<file path="config.mk">
export PLATFORM = sky130hd
export DESIGN_NAME = note_duration_timer
export DESIGN_NICKNAME = d
export VERILOG_FILES = /design/src/rtl/note_timer_pkg.sv /design/src/rtl/tempo_divider.sv /design/src/rtl/note_duration_timer.sv
export SDC_FILE = /design/constraint.sdc
export NUM_CORES = 1
export LEC_CHECK = 0
export ABC_AREA = 1
export CORE_MARGIN = 4
export CORE_UTILIZATION = 50
export CTS_CLUSTER_DIAMETER = 100
export DETAILED_ROUTE_END_ITERATION = 12
export PLACE_DENSITY = 0.68
export SETUP_SLACK_MARGIN = 0.4
export SYNTH_ARGS = -nofsm -noshare
export SYNTH_HDL_FRONTEND = slang
export SYNTH_SLANG_ARGS = --single-unit
</file>
<file path="constraint.sdc">
create_clock -name clk -period 3.85 [get_ports clk]
set_input_delay 0.77 -clock clk [delete_from_list [all_inputs] [get_ports clk]]
set_output_delay 0.77 -clock clk [all_outputs]
set_load 0.01 [all_outputs]
</file>
<file path="src/rtl/note_timer_pkg.sv">
// note_timer_pkg: length codes, FSM states and code-to-ticks helper
// shared by the tempo-driven note timer and its divider.
package note_timer_pkg;

  localparam logic [3:0] LEN_NONE    = 4'd0;
  localparam logic [3:0] LEN_WHOLE   = 4'd1;
  localparam logic [3:0] LEN_HALF    = 4'd2;
  localparam logic [3:0] LEN_QUARTER = 4'd3;
  localparam logic [3:0] LEN_EIGHTH  = 4'd4;
  localparam logic [3:0] LEN_D_HALF  = 4'd5;
  localparam logic [3:0] LEN_D_QUART = 4'd6;
  localparam logic [3:0] LEN_D_EIGHT = 4'd7;
  localparam logic [3:0] LEN_SIXTEEN = 4'd8;
  localparam logic [3:0] LEN_T_QUART = 4'd9;
  localparam logic [3:0] LEN_T_EIGHT = 4'd10;

  // 4*PPQ reaches 240 for PPQ=60, so the count needs 8 bits
  localparam int TCNT_W = 8;

  typedef enum logic {
    IDLE = 1'b0,
    PLAY = 1'b1
  } state_t;

  // Note length in ticks; 0 for NONE and for invalid codes
  function automatic logic [TCNT_W-1:0] len_to_ticks(
    input logic [3:0] code,
    input int         ppq
  );
    int t;
    t = 0;
    case (code)
      LEN_WHOLE:   t = 4 * ppq;
      LEN_HALF:    t = 2 * ppq;
      LEN_QUARTER: t = ppq;
      LEN_EIGHTH:  t = ppq / 2;
      LEN_D_HALF:  t = 3 * ppq;
      LEN_D_QUART: t = (3 * ppq) / 2;
      LEN_D_EIGHT: t = (3 * ppq) / 4;
      LEN_SIXTEEN: t = ppq / 4;
      LEN_T_QUART: t = (2 * ppq) / 3;
      LEN_T_EIGHT: t = ppq / 3;
      default:     t = 0;
    endcase
    return TCNT_W'(t);
  endfunction

endpackage

</file>
<file path="src/rtl/tempo_divider.sv">
// tempo_divider: free-running 0..div counter with synchronous clear.
// Ports: clk, rst, clr, en, div (terminal count), tick (count==div).
module tempo_divider #(
  parameter int DIV_W = 24
) (
  input  logic             clk,
  input  logic             rst,
  input  logic             clr,
  input  logic             en,
  input  logic [DIV_W-1:0] div,
  output logic             tick
);

  logic [DIV_W-1:0] cnt_q;

  assign tick = (cnt_q == div);

  always_ff @(posedge clk or posedge rst) begin
    if (rst) begin
      cnt_q <= '0;
    end else if (clr) begin
      cnt_q <= '0;
    end else if (en) begin
      cnt_q <= tick ? '0 : cnt_q + 1'b1;
    end
  end

endmodule

</file>
<file path="src/rtl/note_duration_timer.sv">
// note_duration_timer: times notes in tempo ticks, drives gate/strobes.
// Ports: note handshake in, tick_div tempo, pause/stop, gate/tick/status out.
module note_duration_timer
  import note_timer_pkg::*;
#(
  parameter int PPQ       = 24,
  parameter int DIV_W     = 24,
  parameter int GAP_TICKS = 2
) (
  input  logic             clk,
  input  logic             rst,
  input  logic [DIV_W-1:0] tick_div,
  input  logic             in_valid,
  input  logic [3:0]       in_length,
  input  logic             in_rest,
  output logic             in_ready,
  input  logic             pause,
  input  logic             stop,
  output logic             gate,
  output logic             tick,
  output logic             note_change,
  output logic             busy,
  output logic             err_code
);

  localparam logic [TCNT_W-1:0] GAP = TCNT_W'(GAP_TICKS);

  state_t              state_q, state_d;
  logic [DIV_W-1:0]    d_q, d_d;
  logic [TCNT_W-1:0]   len_q, len_d;
  logic [TCNT_W-1:0]   cnt_q, cnt_d;
  logic [TCNT_W-1:0]   cnt_inc;
  logic [TCNT_W-1:0]   code_len;
  logic                gate_q, gate_d;
  logic                nc_q, nc_d;
  logic                err_q, err_d;
  logic                accept;
  logic                div_tick;
  logic                div_clr;
  logic                div_en;

  assign in_ready    = (state_q == IDLE) && !stop;
  assign busy        = (state_q == PLAY);
  assign tick        = busy && div_tick && !pause;
  assign gate        = gate_q;
  assign note_change = nc_q;
  assign err_code    = err_q;

  assign accept   = in_valid && in_ready;
  assign code_len = len_to_ticks(in_length, PPQ);
  assign cnt_inc  = cnt_q + 1'b1;

  // Divider only runs in PLAY; held at 0 in IDLE so a new
  // note always starts from a fresh tick period.
  assign div_clr = (state_q != PLAY) || stop;
  assign div_en  = (state_q == PLAY) && !pause;

  tempo_divider #(
    .DIV_W (DIV_W)
  ) u_div (
    .clk  (clk),
    .rst  (rst),
    .clr  (div_clr),
    .en   (div_en),
    .div  (d_q),
    .tick (div_tick)
  );

  always_comb begin
    state_d = state_q;
    d_d     = d_q;
    len_d   = len_q;
    cnt_d   = cnt_q;
    gate_d  = gate_q;
    nc_d    = 1'b0;
    err_d   = 1'b0;
    unique case (1'b1)
      stop: begin
        state_d = IDLE;
        cnt_d   = '0;
        gate_d  = 1'b0;
      end
      (!stop && state_q == IDLE): begin
        if (accept) begin
          if (code_len != '0) begin
            state_d = PLAY;
            d_d     = tick_div;
            len_d   = code_len;
            cnt_d   = '0;
            gate_d  = !in_rest && (code_len > GAP);
          end else if (in_length > LEN_T_EIGHT) begin
            err_d = 1'b1;
          end
        end
      end
      (!stop && state_q == PLAY): begin
        if (div_tick && !pause) begin
          cnt_d = cnt_inc;
          // Articulation gap: release the gate after tick L-GAP
          if (cnt_inc == len_q - GAP) begin
            gate_d = 1'b0;
          end
          if (cnt_inc == len_q) begin
            state_d = IDLE;
            cnt_d   = '0;
            gate_d  = 1'b0;
            nc_d    = 1'b1;
          end
        end
      end
      default: ;
    endcase
  end

  always_ff @(posedge clk or posedge rst) begin
    if (rst) begin
      state_q <= IDLE;
      d_q     <= '0;
      len_q   <= '0;
      cnt_q   <= '0;
      gate_q  <= 1'b0;
      nc_q    <= 1'b0;
      err_q   <= 1'b0;
    end else begin
      state_q <= state_d;
      d_q     <= d_d;
      len_q   <= len_d;
      cnt_q   <= cnt_d;
      gate_q  <= gate_d;
      nc_q    <= nc_d;
      err_q   <= err_d;
    end
  end

endmodule

</file>
* Yosys cells after proc, flatten, opt, wreduce, memory -nomap -nowiden
Memory sizes are Yosys's and may differ from the RTL's. Index checks and enable logic that the tools add are counted.
Storage, ports and cells: memory bits (read-only) 96, memories 1, output and inout bits 6, register bits 68, latch bits 0, bits in writable memories 0, logic and storage cells 68
Memory list:
- (name not given) | words 16, bits a word 6, read ports 1, clocked after memory_dff 0, wr ports 0, line note_timer_pkg.sv:32 | case (code)
Operators by class: shift operators 0, eq/ne operators 8, reduce and logical (&&, ||, !) cells 19, multiplexer cells 26, $add $sub $neg 3, magnitude comparators 2, multipliers 0, bitwise operators 1, divide/modulo/power cells 0
Operator list (count):
- $mux W24 | 3
- $mux W8 | 4
- $add A24 B1 Y24 const B | 1
- $eq A24 B24 Y1 | 1
- $pmux W8 S3 | 1
- $eq A8 B8 Y1 | 2
- $mux W1 | 16
- $reduce_and A5 Y1 | 2
- $add A8 B1 Y8 const B | 1
- $gt A8 B2 Y1 const B | 1
- $logic_and A1 B1 Y1 | 8
- $ne A2 B1 Y1 const B | 4
- $reduce_bool A8 Y1 | 1
- $sub A8 B2 Y8 const B | 1
- $pmux W1 S3 | 2
- $gt A4 B4 Y1 const B | 1
- $reduce_and A4 Y1 | 1
- $logic_not A1 Y1 | 3
- $ne A3 B1 Y1 const B | 1
- $reduce_and A3 Y1 | 1
- $reduce_bool A3 Y1 | 1
- $reduce_bool A2 Y1 | 1
- $logic_or A1 B1 Y1 | 1
- $not A1 Y1 | 1

* Logic depth before layout (Yosys ltp)
Gate-level depths: netlist of run 1.
depth after elaboration 6, mapped depth 14

* Modules after synthesis
From an unflattened synthesis of run 1, not the netlist that was laid out.
Unflattened totals: cells, all modules 658, area total of the unflattened synthesis 4339.2 µm²
Modules (own cells, without submodules):
- note_duration_timer | cells each 345, instances 1, seq. area each 1051.0 µm², area each 2386.0 µm²
- tempo_divider | cells each 313, instances 1, seq. area each 600.6 µm², area each 1953.1 µm²

* Least setup slack after synthesis of run 1
No wires, ideal clock.
kind input-to-reg, start input port in_length[0], end register d_q[20], data arrival time 2.153 ns, library setup time 0.125 ns, setup slack 1.572 ns, stages 10, path buffers 1, cells stage by stage inv_1 ha_1 or2_1 o211ai_2 nand2_1 nor2_1 nand2_2 nand2_4 buf_6 mux2_2
Between the ends: word-level cells in the longest chain between the ends 3
RTL lines:
- from (decl) | line note_duration_timer.sv:14 | input logic [3:0] in_length,
- $mem_v2 Z16 W6
- $reduce_bool A8 Y1 | line note_duration_timer.sv:85 | if (code_len != '0) begin
- $reduce_and A3 Y1 (no line)
- to (signal assigned) | line note_duration_timer.sv:118 | d_q <= '0;
- to (signal assigned) | line note_duration_timer.sv:126 | d_q <= d_d;
- to (decl) | line note_duration_timer.sv:29 | logic [DIV_W-1:0] d_q, d_d;
No other way between the ends. A chain may end at the register's enable or synchronous reset.

* Worst setup path in the final report of run 1
start register u_div.cnt_q[7], end output port tick
Between the ends: word-level cells in the longest chain between the ends 3
RTL lines:
- from (decl) | line tempo_divider.sv:14 | logic [DIV_W-1:0] cnt_q;
- from (signal assigned) | line tempo_divider.sv:24 | cnt_q <= tick ? '0 : cnt_q + 1'b1;
- $eq A24 B24 Y1 | line tempo_divider.sv:16 | assign tick = (cnt_q == div);
- $logic_and A1 B1 Y1 (2 in a row) | line note_duration_timer.sv:44 | assign tick = busy && div_tick && !pause;
- to (decl) | line note_duration_timer.sv:20 | output logic tick,
No other way between the ends.

==> summary.md, run 1 <==
| Metric | Value |
|---|---|
| Status | completed |
| DP HPWL | around 6.9 mm |
| Pwr Density | roughly 440 nW/um^2 |
| RSZ-0062 raised after global routing | no |
| Flop2flop setup slack | around 1800 ps |
| Ratio of cells with drive above 1 in the final layout | 7.93% |
| Core footprint | about 7800 um^2 |
| Initial Utilization | a little over half |
| Syn Std Cell Area | about 4000 um^2 |
| Avg Vias per Cell | ~5.0 |
| Placed Area | 4600 um^2 |
| Avg Inst Size Synth | slightly above 7 um^2 |
| YS warnings | 0 |
| Synthesized instance count | 573 |
| Final slew viol count | 0 |
| Setup TNS | 0 ps |
| Max incr delay on CP | roughly 560 ps |
| Drt pass-1 iters | 5 |
| Largest family of logic cells by synthesized area | simple AND/OR/NAND/NOR gates |
| Die Area | around 10000 um^2 |
| Critical Path Sink Type | primary output |
| Clock Latency Late Sink | around 340 ps |
| Synth-to-layout area growth | 15.5% |
| Crit Path Class | register to primary output |
| Largest net degree at the start of global routing | 38 |
| Final Critical Period | between 3000 and 4000 ps |
| DRC viols | 0 |
| Syn nets | just over 600 |
| CP arrival | ~2300 ps |
| Initial antenna violation count | 0 |
| Cells along the critical path | inv_1 -> nand2_1 -> nand2_1 -> nor2_1 -> nand2_1 -> nor2_1 -> nand3_2 -> nor3_1 -> clkdlybuf4s50_1 |
| Post-synthesis adder-cell area fraction | roughly 2.1% |
| CP max FO | 8 |
| Die Y | approximately 100 um |
| Root buffer cell | clkbuf_8 |
| Worst hold path type | register to register |
| # IOs | 40 |
| Setup violations, final | 0 |
| DR iter-0 viols | around 260 |
| Gr usage total | between 10% and 20% |
| Worst setup SP type | register |
| Clk_skew | roughly 7.5 ps |
| Crit path required time | between 3000 and 4000 ps |
| Post-CTS Resized | 0 |
| Critical path's slowest cell | clkdlybuf4s50_1 |
| WL/cell | ~13 um |
| Die width | between 90 and 100 um |
| Fmax achieved | approximately 330 MHz |
| Post-synthesis mux area share | 1.91% |
| Pleak | between 2 and 2.5 nW |
| Vias in the first global route | about 3,400 |
| Total Wirelength | 9.03 mm |
| Leading area contributor after synthesis | dfrtp_1 |
| Actual slew at the worst max-slew pin | around 670 ps |
| CTS Buf Count | 9 |
| Buf/Inv on CP | 2 |
| Filler Cell Count | around 770 |
| Most used cell, CP | nand2_1 |
| Yosys top cell area share | 40.1% |
| Clock sinks | 66 |
| Clock transition at path regs | roughly 70 ps |
| Placer's final routability congestion estimate | 0.873 |
| Detail Route Antenna Nets | 0 |
| Sequential area share after synthesis | 40.1% |
| Post-synthesis xor/xnor area fraction | under 10% |
| Port Buffer Count | 39 |
| Routed vias | between 3,000 and 4,000 |
| Fin. Hold Viols | 0 |
| Diode count | 0 |
| Distinct cell type count after synthesis | 36 |
| Number of nets in the layout | 657 |
| Final total power | roughly 0.0021 W |
| Hold-fix buffers at CTS | 0 |
| Htree depth | 3 |
| Slew HR | 55.0% |
| Global-route wire length before repair | 15.6 mm |
| Maximum clock insertion buffer count | 2 |
| Row count | 32 |
| Critical path's top delay family | simple AND/OR/NAND/NOR gates |
| Final period utilization | 79.0% |
| Simple-gate share of the synthesized area | 34.7% |
| Postcts setup bufs | 0 |
| Grt total ovfl | 0 |
| Max_cap viols | 0 |
| Peak supply drop | 267 uV |
| FF+latch count, synth | 66 |
| CTS tree | built |
| Post-synthesis compound-gate area fraction | under 10% |
| Design area | 4750 um^2 |
| Synth area leaders | dfrtp_1 40%, nand2_1 15%, nor2_1 7.5% |
## final timing paths
| path | startpoint | endpoint | depth (start not counted) |
|---|---|---|---|
| setup / recovery | u_div.cnt_q[7] | tick | 9 |
| hold / removal | gate | gate | 2 |
| setup reg to reg | u_div.cnt_q[7] | cnt_q[5] | 13 |
| hold reg to reg | gate | gate | 2 |
| max in group asynchronous | rst | gate | 3 |
| min in group asynchronous | rst | d_q[14] | 2 |
## flip-flops by register name, indices dropped and copies added, names as in the netlist
register and cells:
busy 1, cnt_q 8, d_q 24, err_code 1, gate 1, len_q 6
note_change 1, u_div.cnt_q 24
## tightest hold or removal path, delay by kind of cell (launching register included)
family,cells,cell delay (ps)
flip-flops,1,340
AND/OR/NAND/NOR,2,100
## synth_stat cells
cell type  count
nand2_1      165
nor2_1        82
inv_1         70
dfrtp_1       66
nand3_1       38
xor2_1        24
a21oi_1       23
o21ai_0       13
nor3_1        10
nand4_1        9
ha_1           7
inv_2          7
mux2_2         7
nand2_2        6
o22ai_1        5
buf_4          4
nor2_2         4
nor4_1         4
a31oi_1        3
nor2_4         3
o21ai_1        3
buf_2          2
buf_6          2
nand3b_1       2
nor3_2         2
xnor2_1        2
a21boi_2       1
a21oi_4        1
and3b_1        1
clkbuf_1       1
nand2_4        1
nand3_2        1
nor3b_1        1
o211ai_2       1
or2_1          1
or2_2          1
## placed cells by master, fill, tap and decap left out, types with 9 or more instances in the layout
master / n
clkdlybuf4s50_1: 39
o21ai_0: 13
a21oi_1: 23
nand2_1: 165
nand4_1: 9
dfrtp_1: 66
inv_1: 69
xor2_1: 24
clkbuf_8: 11
nor2_1: 82
nor3_1: 10
nand3_1: 38
## layer usage
metal | global-route usage (%) | part of all wire, % | up-vias
met2 | 29.8 | 44 | 70
met4 | 4.83 | 0.96 | 0
met5 | 0 | 0 | -
met3 | 5.80 | 4.7 | 8
li1 | - | - | 1891
met1 | 28.2 | 51 | 1632
## cell families after synthesis
family | Yosys count
and+or+nand+nor | 331
buffers and inverters | 86
DFF | 66
muxes | 7
xor gates and xnor gates | 26
AOI/OAI and AO/OA | 50
adders and majority gates | 7
## through the flow
stage / hold slack [ps] / instances / util (%) / setup slack, ps
after floorplan: 471 / 573 / - / 1430
final: 471 / 720 / 60.6 / 807
after global placement: 460 / 707 / 58.6 / 777
after CTS: 476 / 720 / 60.6 / 800
after global routing: 534 / 720 / 60.6 / 592
after detailed placement: 461 / 707 / 58.6 / 704
## report_power, final
group / total [W] / switching [W] / internal [W] / leakage, nW
Sequential: 0.000956 / 0.000117 / 0.000839 / 0.837
Combinational: 0.000643 / 0.000372 / 0.000270 / 1.33
Clock: 0.000504 / 0.000246 / 0.000259 / 0.0815
Total: 0.00210 / 0.000735 / 0.00137 / 2.25
## layout make-up
| class | instances | area, um^2 | area share (%) |
|---|---|---|---|
| well taps | 102 | 128 | 2.68 |
| repair buffers | 41 | 418 | 8.79 |
| clock buffers | 13 | 159 | 3.34 |
| flip-flops and latches | 66 | 1650 | 34.7 |
| inverters | 77 | 289 | 6.08 |
| multi-input cells | 421 | 2110 | 44.4 |
Note: power is estimated with default switching activity, not from simulation.
==> run 2: changes to the inputs <==
==> constraint.sdc (replaced) <==
create_clock -name clk -period 3 [get_ports clk]
set_input_delay 0.6 -clock clk [delete_from_list [all_inputs] [get_ports clk]]
set_output_delay 0.6 -clock clk [all_outputs]
set_load 0.01 [all_outputs]
==> summary.md, run 2 (synthesized netlist as in run 1, its figures left out) <==
| Metric | Value |
|---|---|
| WL/cell | 12.8 um |
| Clock transition at path regs | 60 ps |
| RSZ-0062 raised after global routing | no |
| CP max FO | 5 |
| CTS Buf Count | 9 |
| Htree depth | 3 |
| Post-Place Cells | a little over 700 |
| Peak supply drop | around 280 uV |
| Crit path required time | between 2000 and 2500 ps |
| Slew HR | 64.1% |
| DR iter-0 viols | roughly 220 |
| Largest regs | d_q: 24 flops, u_div.cnt_q: 24 flops, cnt_q: 8 flops |
| Diode count | 0 |
| Commonest non-fill, non-tap cell in the layout | nand2_1 |
| Root buffer cell | clkbuf_8 |
| Port Buffer Count | 39 |
| Synth-to-layout area growth | 18.1% |
| Status | completed |
| Pleak | 2.30 nW |
| Worst setup SP type | register |
| Initial Utilization | a little over half |
| Maximum clock insertion buffer count | 2 |
| CP arrival | approximately 1900 ps |
| Placer's final routability congestion estimate | ~0.87 |
| Setup violations, final | 0 |
| Dpl ws | between 100 and 150 ps |
| Critical Path Sink Type | primary output |
| Core footprint | around 7800 um^2 |
| Drt pass-1 iters | 6 |
| Die width | approximately 99 um |
| Die Area | 9750 um^2 |
| Final slew viol count | 0 |
| Worst hold path type | register to register |
| Die Y | ~99 um |
| Actual slew at the worst max-slew pin | about 530 ps |
| Max_cap viols | 0 |
| Crit Path Class | register to primary output |
| Row count | 32 |
| # IOs | 40 |
| Number of nets in the layout | between 600 and 700 |
| Fin. Hold Viols | 0 |
| Total Wirelength | approximately 9.3 mm |
| Clock sinks | 66 |
| Vias in the first global route | ~3,600 |
| Setup TNS | 0 ps |
| Leading cell types in the layout, fill and taps excluded | 165 x nand2_1, 80 x nor2_1, 68 x inv_1 |
| Detail Route Antenna Nets | 0 |
| Grt total ovfl | 0 |
| Routed vias | 3,710 |
| Filler Cell Count | between 700 and 800 |
| Global-route wire length before repair | between 15 and 20 mm |
| Final Critical Period | 2460 ps |
| DRC viols | 0 |
| DP HPWL | between 6 and 7 mm |
| Clk_skew | just under 9 ps |
| Final cell count without fillers | between 700 and 800 |
| Fmax achieved | 407 MHz |
| Final total power | 0.00279 W |
| Final period utilization | 81.9% |
| Largest net degree at the start of global routing | 67 |
| CTS tree | built |
| Gr usage total | around a fifth |
| Worst setup margin | 542 ps |
| Clock Latency Late Sink | 340 ps |
| Avg Vias per Cell | 5.09 |
| Ratio of cells with drive above 1 in the final layout | around a tenth |
| Initial antenna violation count | 0 |
| Pwr Density | 573 nW/um^2 |
-- run 2: path summary, 6_finish.rpt --
path,endpoint,cells past startpoint,from,slack (ps)
max in group asynchronous,u_div.cnt_q[7],3,rst,2050
worst max register to register,u_div.cnt_q[14],11,u_div.cnt_q[1],990
min in group asynchronous,d_q[17],3,rst,640
worst min register to register,gate,2,gate,480
worst min-delay path,gate,2,gate,480
worst max-delay path,tick,7,u_div.cnt_q[13],540
-- run 2: what timing repair did --
| action | in CTS | in global routing |
|---|---|---|
| setup endpoints to repair | 1 | 31 |
| resized for setup | 5 | 9 |
| hold buffers | 0 | 0 |
| pin swaps | 0 | 1 |
| gates cloned | 0 | 0 |
| buffers inserted | 2 | 1 |
-- run 2: final cells by class --
class | count | area [um^2] | share of cell area [%]
multi-input cells | 421 | 2120 | 43.7
flip-flops and latches | 66 | 1660 | 34.1
repair buffers | 48 | 477 | 9.81
inverters | 77 | 289 | 5.95
clock buffers | 12 | 145 | 2.99
well taps | 102 | 128 | 2.63
clock inverters | 3 | 40.0 | 0.824
-- run 2: per-layer routing --
layer	vias up	share of wire [%]	global-route usage (%)
li1	1909	-	-
met1	1703	49	29.7
met2	82	44	30.8
met3	16	5.1	4.32
met4	0	1.8	7.14
met5	-	0	0
-- run 2: report_power, final --
part / internal, W / total (W) / leakage [nW] / switching, W
sequential: 0.00108 / 0.00122 / 0.827 / 0.000142
clock: 0.000400 / 0.000727 / 0.0962 / 0.000326
combinational: 0.000354 / 0.000841 / 1.37 / 0.000487
-- run 2: stage by stage --
stage / hold slack [ps] / utilization (%) / instance area (um^2)
final: 483 / 61.9 / 4860
after global routing: 508 / 61.9 / 4860
after CTS: 482 / 61.5 / 4830
after detailed placement: 468 / 58.9 / 4630
after global placement: 465 / 58.9 / 4630
after floorplan: 471 / - / 4120
-- run 2: critical path, cell delays in order, from the launching register on --
cell             delay, ps
dfrtp_1                450
xor2_1                 190
nor2_1                 100
nand2_1                 80
nor2_2                 140
nand3_2                150
nor3_1                 150
clkdlybuf4s15_1        260
==> run 3: changes to the inputs <==
--- a/config.mk
+++ b/config.mk
@@ -10,7 +10,7 @@
 export CORE_UTILIZATION = 50
 export CTS_CLUSTER_DIAMETER = 100
 export DETAILED_ROUTE_END_ITERATION = 12
-export PLACE_DENSITY = 0.68
+export PLACE_DENSITY = 0.71
 export SETUP_SLACK_MARGIN = 0.4
 export SYNTH_ARGS = -nofsm -noshare
 export SYNTH_HDL_FRONTEND = slang
==> constraint.sdc (replaced) <==
create_clock -name clk -period 2.05 [get_ports clk]
set_input_delay 0.41 -clock clk [delete_from_list [all_inputs] [get_ports clk]]
set_output_delay 0.41 -clock clk [all_outputs]
set_load 0.01 [all_outputs]
==> summary.md, run 3 (synthesized netlist as in run 1, its figures left out) <==
| Metric | Value |
|---|---|
| Number of nets in the layout | 773 |
| Failing checks | setup timing |
| WL/cell | about 19 um |
| Clock transition at path regs | approximately 80 ps |
| Port Buffer Count | 39 |
| Slew HR | between 60% and 70% |
| Initial Utilization | about 52% |
| Routed vias | between 4,000 and 5,000 |
| Critical Path Sink Type | primary output |
| Root buffer cell | clkbuf_8 |
| CP max FO | 3 |
| Final total power | a little over 0.005 W |
| Total Wirelength | between 15 and 20 mm |
| Max_cap viols | 0 |
| Leading cell types in the layout, fill and taps excluded | 140 x nand2_1, 80 x buf_4, 64 x dfrtp_1 |
| Htree depth | 3 |
| Drt pass-1 iters | 5 |
| Commonest non-fill, non-tap cell in the layout | nand2_1 |
| CTS Buf Count | 9 |
| Worst setup margin | -141 ps |
| Clk_skew | approximately 19 ps |
| CP arrival | about 1800 ps |
| Detail Route Antenna Nets | 0 |
| Maximum clock insertion buffer count | 2 |
| Crit Path Class | register to primary output |
| CTS tree | built |
| DRC viols | 0 |
| Ratio of cells with drive above 1 in the final layout | 40.0% |
| Die Y | about 99 um |
| Diode count | 0 |
| Max incr delay on CP | roughly 430 ps |
| DP HPWL | 7.60 mm |
| Pleak | approximately 3.1 nW |
| Die width | slightly below 100 um |
| Gr usage total | ~28% |
| Design area | about 6600 um^2 |
| Reg area | roughly 1700 um^2 |
| Final Critical Period | between 2000 and 2500 ps |
| Final slew viol count | 0 |
| Fin. Hold Viols | 0 |
| Crit path required time | between 1500 and 2000 ps |
| Initial antenna violation count | 0 |
| Status | finished with violations |
| Grt total ovfl | 0 |
| Actual slew at the worst max-slew pin | around 450 ps |
| Worst hold path type | primary input to asynchronous set/reset pin |
| Fmax achieved | 456 MHz |
| Cells along the critical path | nand2_1 -> inv_2 -> nor2_4 -> nor2_2 -> nand2_1 -> nor2_2 -> nand3_4 -> nor3_2 -> buf_2 |
| Hold-fix buffers at CTS | 0 |
| Clock Latency Late Sink | ~370 ps |
| Avg Vias per Cell | 5.76 |
| Die Area | ~10000 um^2 |
| Setup violations, final | 17 |
| Dpl ws | -622 ps |
| Multi-input logic area | between 2000 and 3000 um^2 |
| Final period utilization | 107% |
| Core footprint | 7850 um^2 |
| Pwr Density | between 700 and 800 nW/um^2 |
| Largest regs | d_q: 24 flops, u_div.cnt_q: 24 flops, cnt_q: 8 flops |
| Hold Slack | between 400 and 500 ps |
| RSZ-0062 raised after global routing | yes |
| Worst setup SP type | register |
| # IOs | 40 |
| Vias in the first global route | roughly 4,500 |
| Peak supply drop | 550 uV |
| Global-route wire length before repair | ~22 mm |
| DR iter-0 viols | 470 |
| Placed Area | approximately 5200 um^2 |
| Critical path's slowest cell | dfrtp_1 |
| Filler Cell Count | just over 400 |
| Largest net degree at the start of global routing | 67 |
| Clock sinks | 66 |
| Placer's final routability congestion estimate | 0.940 |
| Synth-to-layout area growth | 60.2% |
| Row count | 32 |
==> run 3: cell types whose count changed in the layout (fill, tap and decap cells not counted), sizes merged <==
cell / change
clkbuf: -3
nand2: +2
clkdlybuf4s50: -8
clkinvlp: +5
dlygate4sd2: +3
buf: +110
clkinv: +3
inv: -3
dlymetal6s2s: +1
==> run 3: worst max-delay path, delay by kind of cell, from the launching register on <==
| family | cells | cell delay [ps] |
|---|---|---|
| flip-flops | 1 | 430 |
| AND/OR/NAND/NOR | 7 | 760 |
| buffers and inverters | 2 | 240 |
==> run 3: cell type report <==
cell class                      instances  share of cell area [%]
Clock buffer                            9                    1.88
Clock inverter                          7                    1.06
Inverter                               77                    4.86
Multi-Input combinational cell        423                    42.3
Sequential cell                        66                    25.1
Tap cell                              102                    1.94
Timing Repair Buffer                  154                    22.7
Timing Repair inverter                  1                   0.114
==> run 3: through the flow <==
stage | setup TNS [ps] | util (%) | std cells
global route | -4560 | 84.0 | 839
global placement | -20040 | 65.9 | 775
floorplan | 0 | - | 573
CTS | -49.7 | 79.1 | 831
finish | -1560 | 84.0 | 839
detailed placement | -21880 | 65.9 | 775
==> run 3: what timing repair did <==
item                       CTS  global route
cloned                       7             0
buffers inserted            33             8
pin swaps                   51            36
setup endpoints to repair   68            69
gates resized for setup    140            92
==> run 3: path summary, 6_finish.rpt <==
path	slack, ps	startpoint	endpoint	cells past startpoint
max in group asynchronous	1270	rst	cnt_q[2]	3
setup reg to reg	-140	d_q[10]	cnt_q[0]	16
min in group clk	510	gate	gate	2
hold / removal	490	rst	d_q[15]	3
hold reg to reg	510	gate	gate	2
setup / recovery	-140	d_q[10]	tick	9
==> run 3: per-layer routing <==
layer	global-route usage (%)	wire, um	up-vias
met5	0	0	-
met4	12.0	881	0
met3	5.31	1390	103
met2	46.4	7440	333
met1	34.6	5850	2262
li1	-	-	2136
==> run 3: where the power goes <==
group	total (W)	internal, W	switching (W)
clock network	0.00113	0.000559	0.000572
logic	0.00210	0.000972	0.00112
registers	0.00183	0.00157	0.000252
total	0.00505	0.00311	0.00195
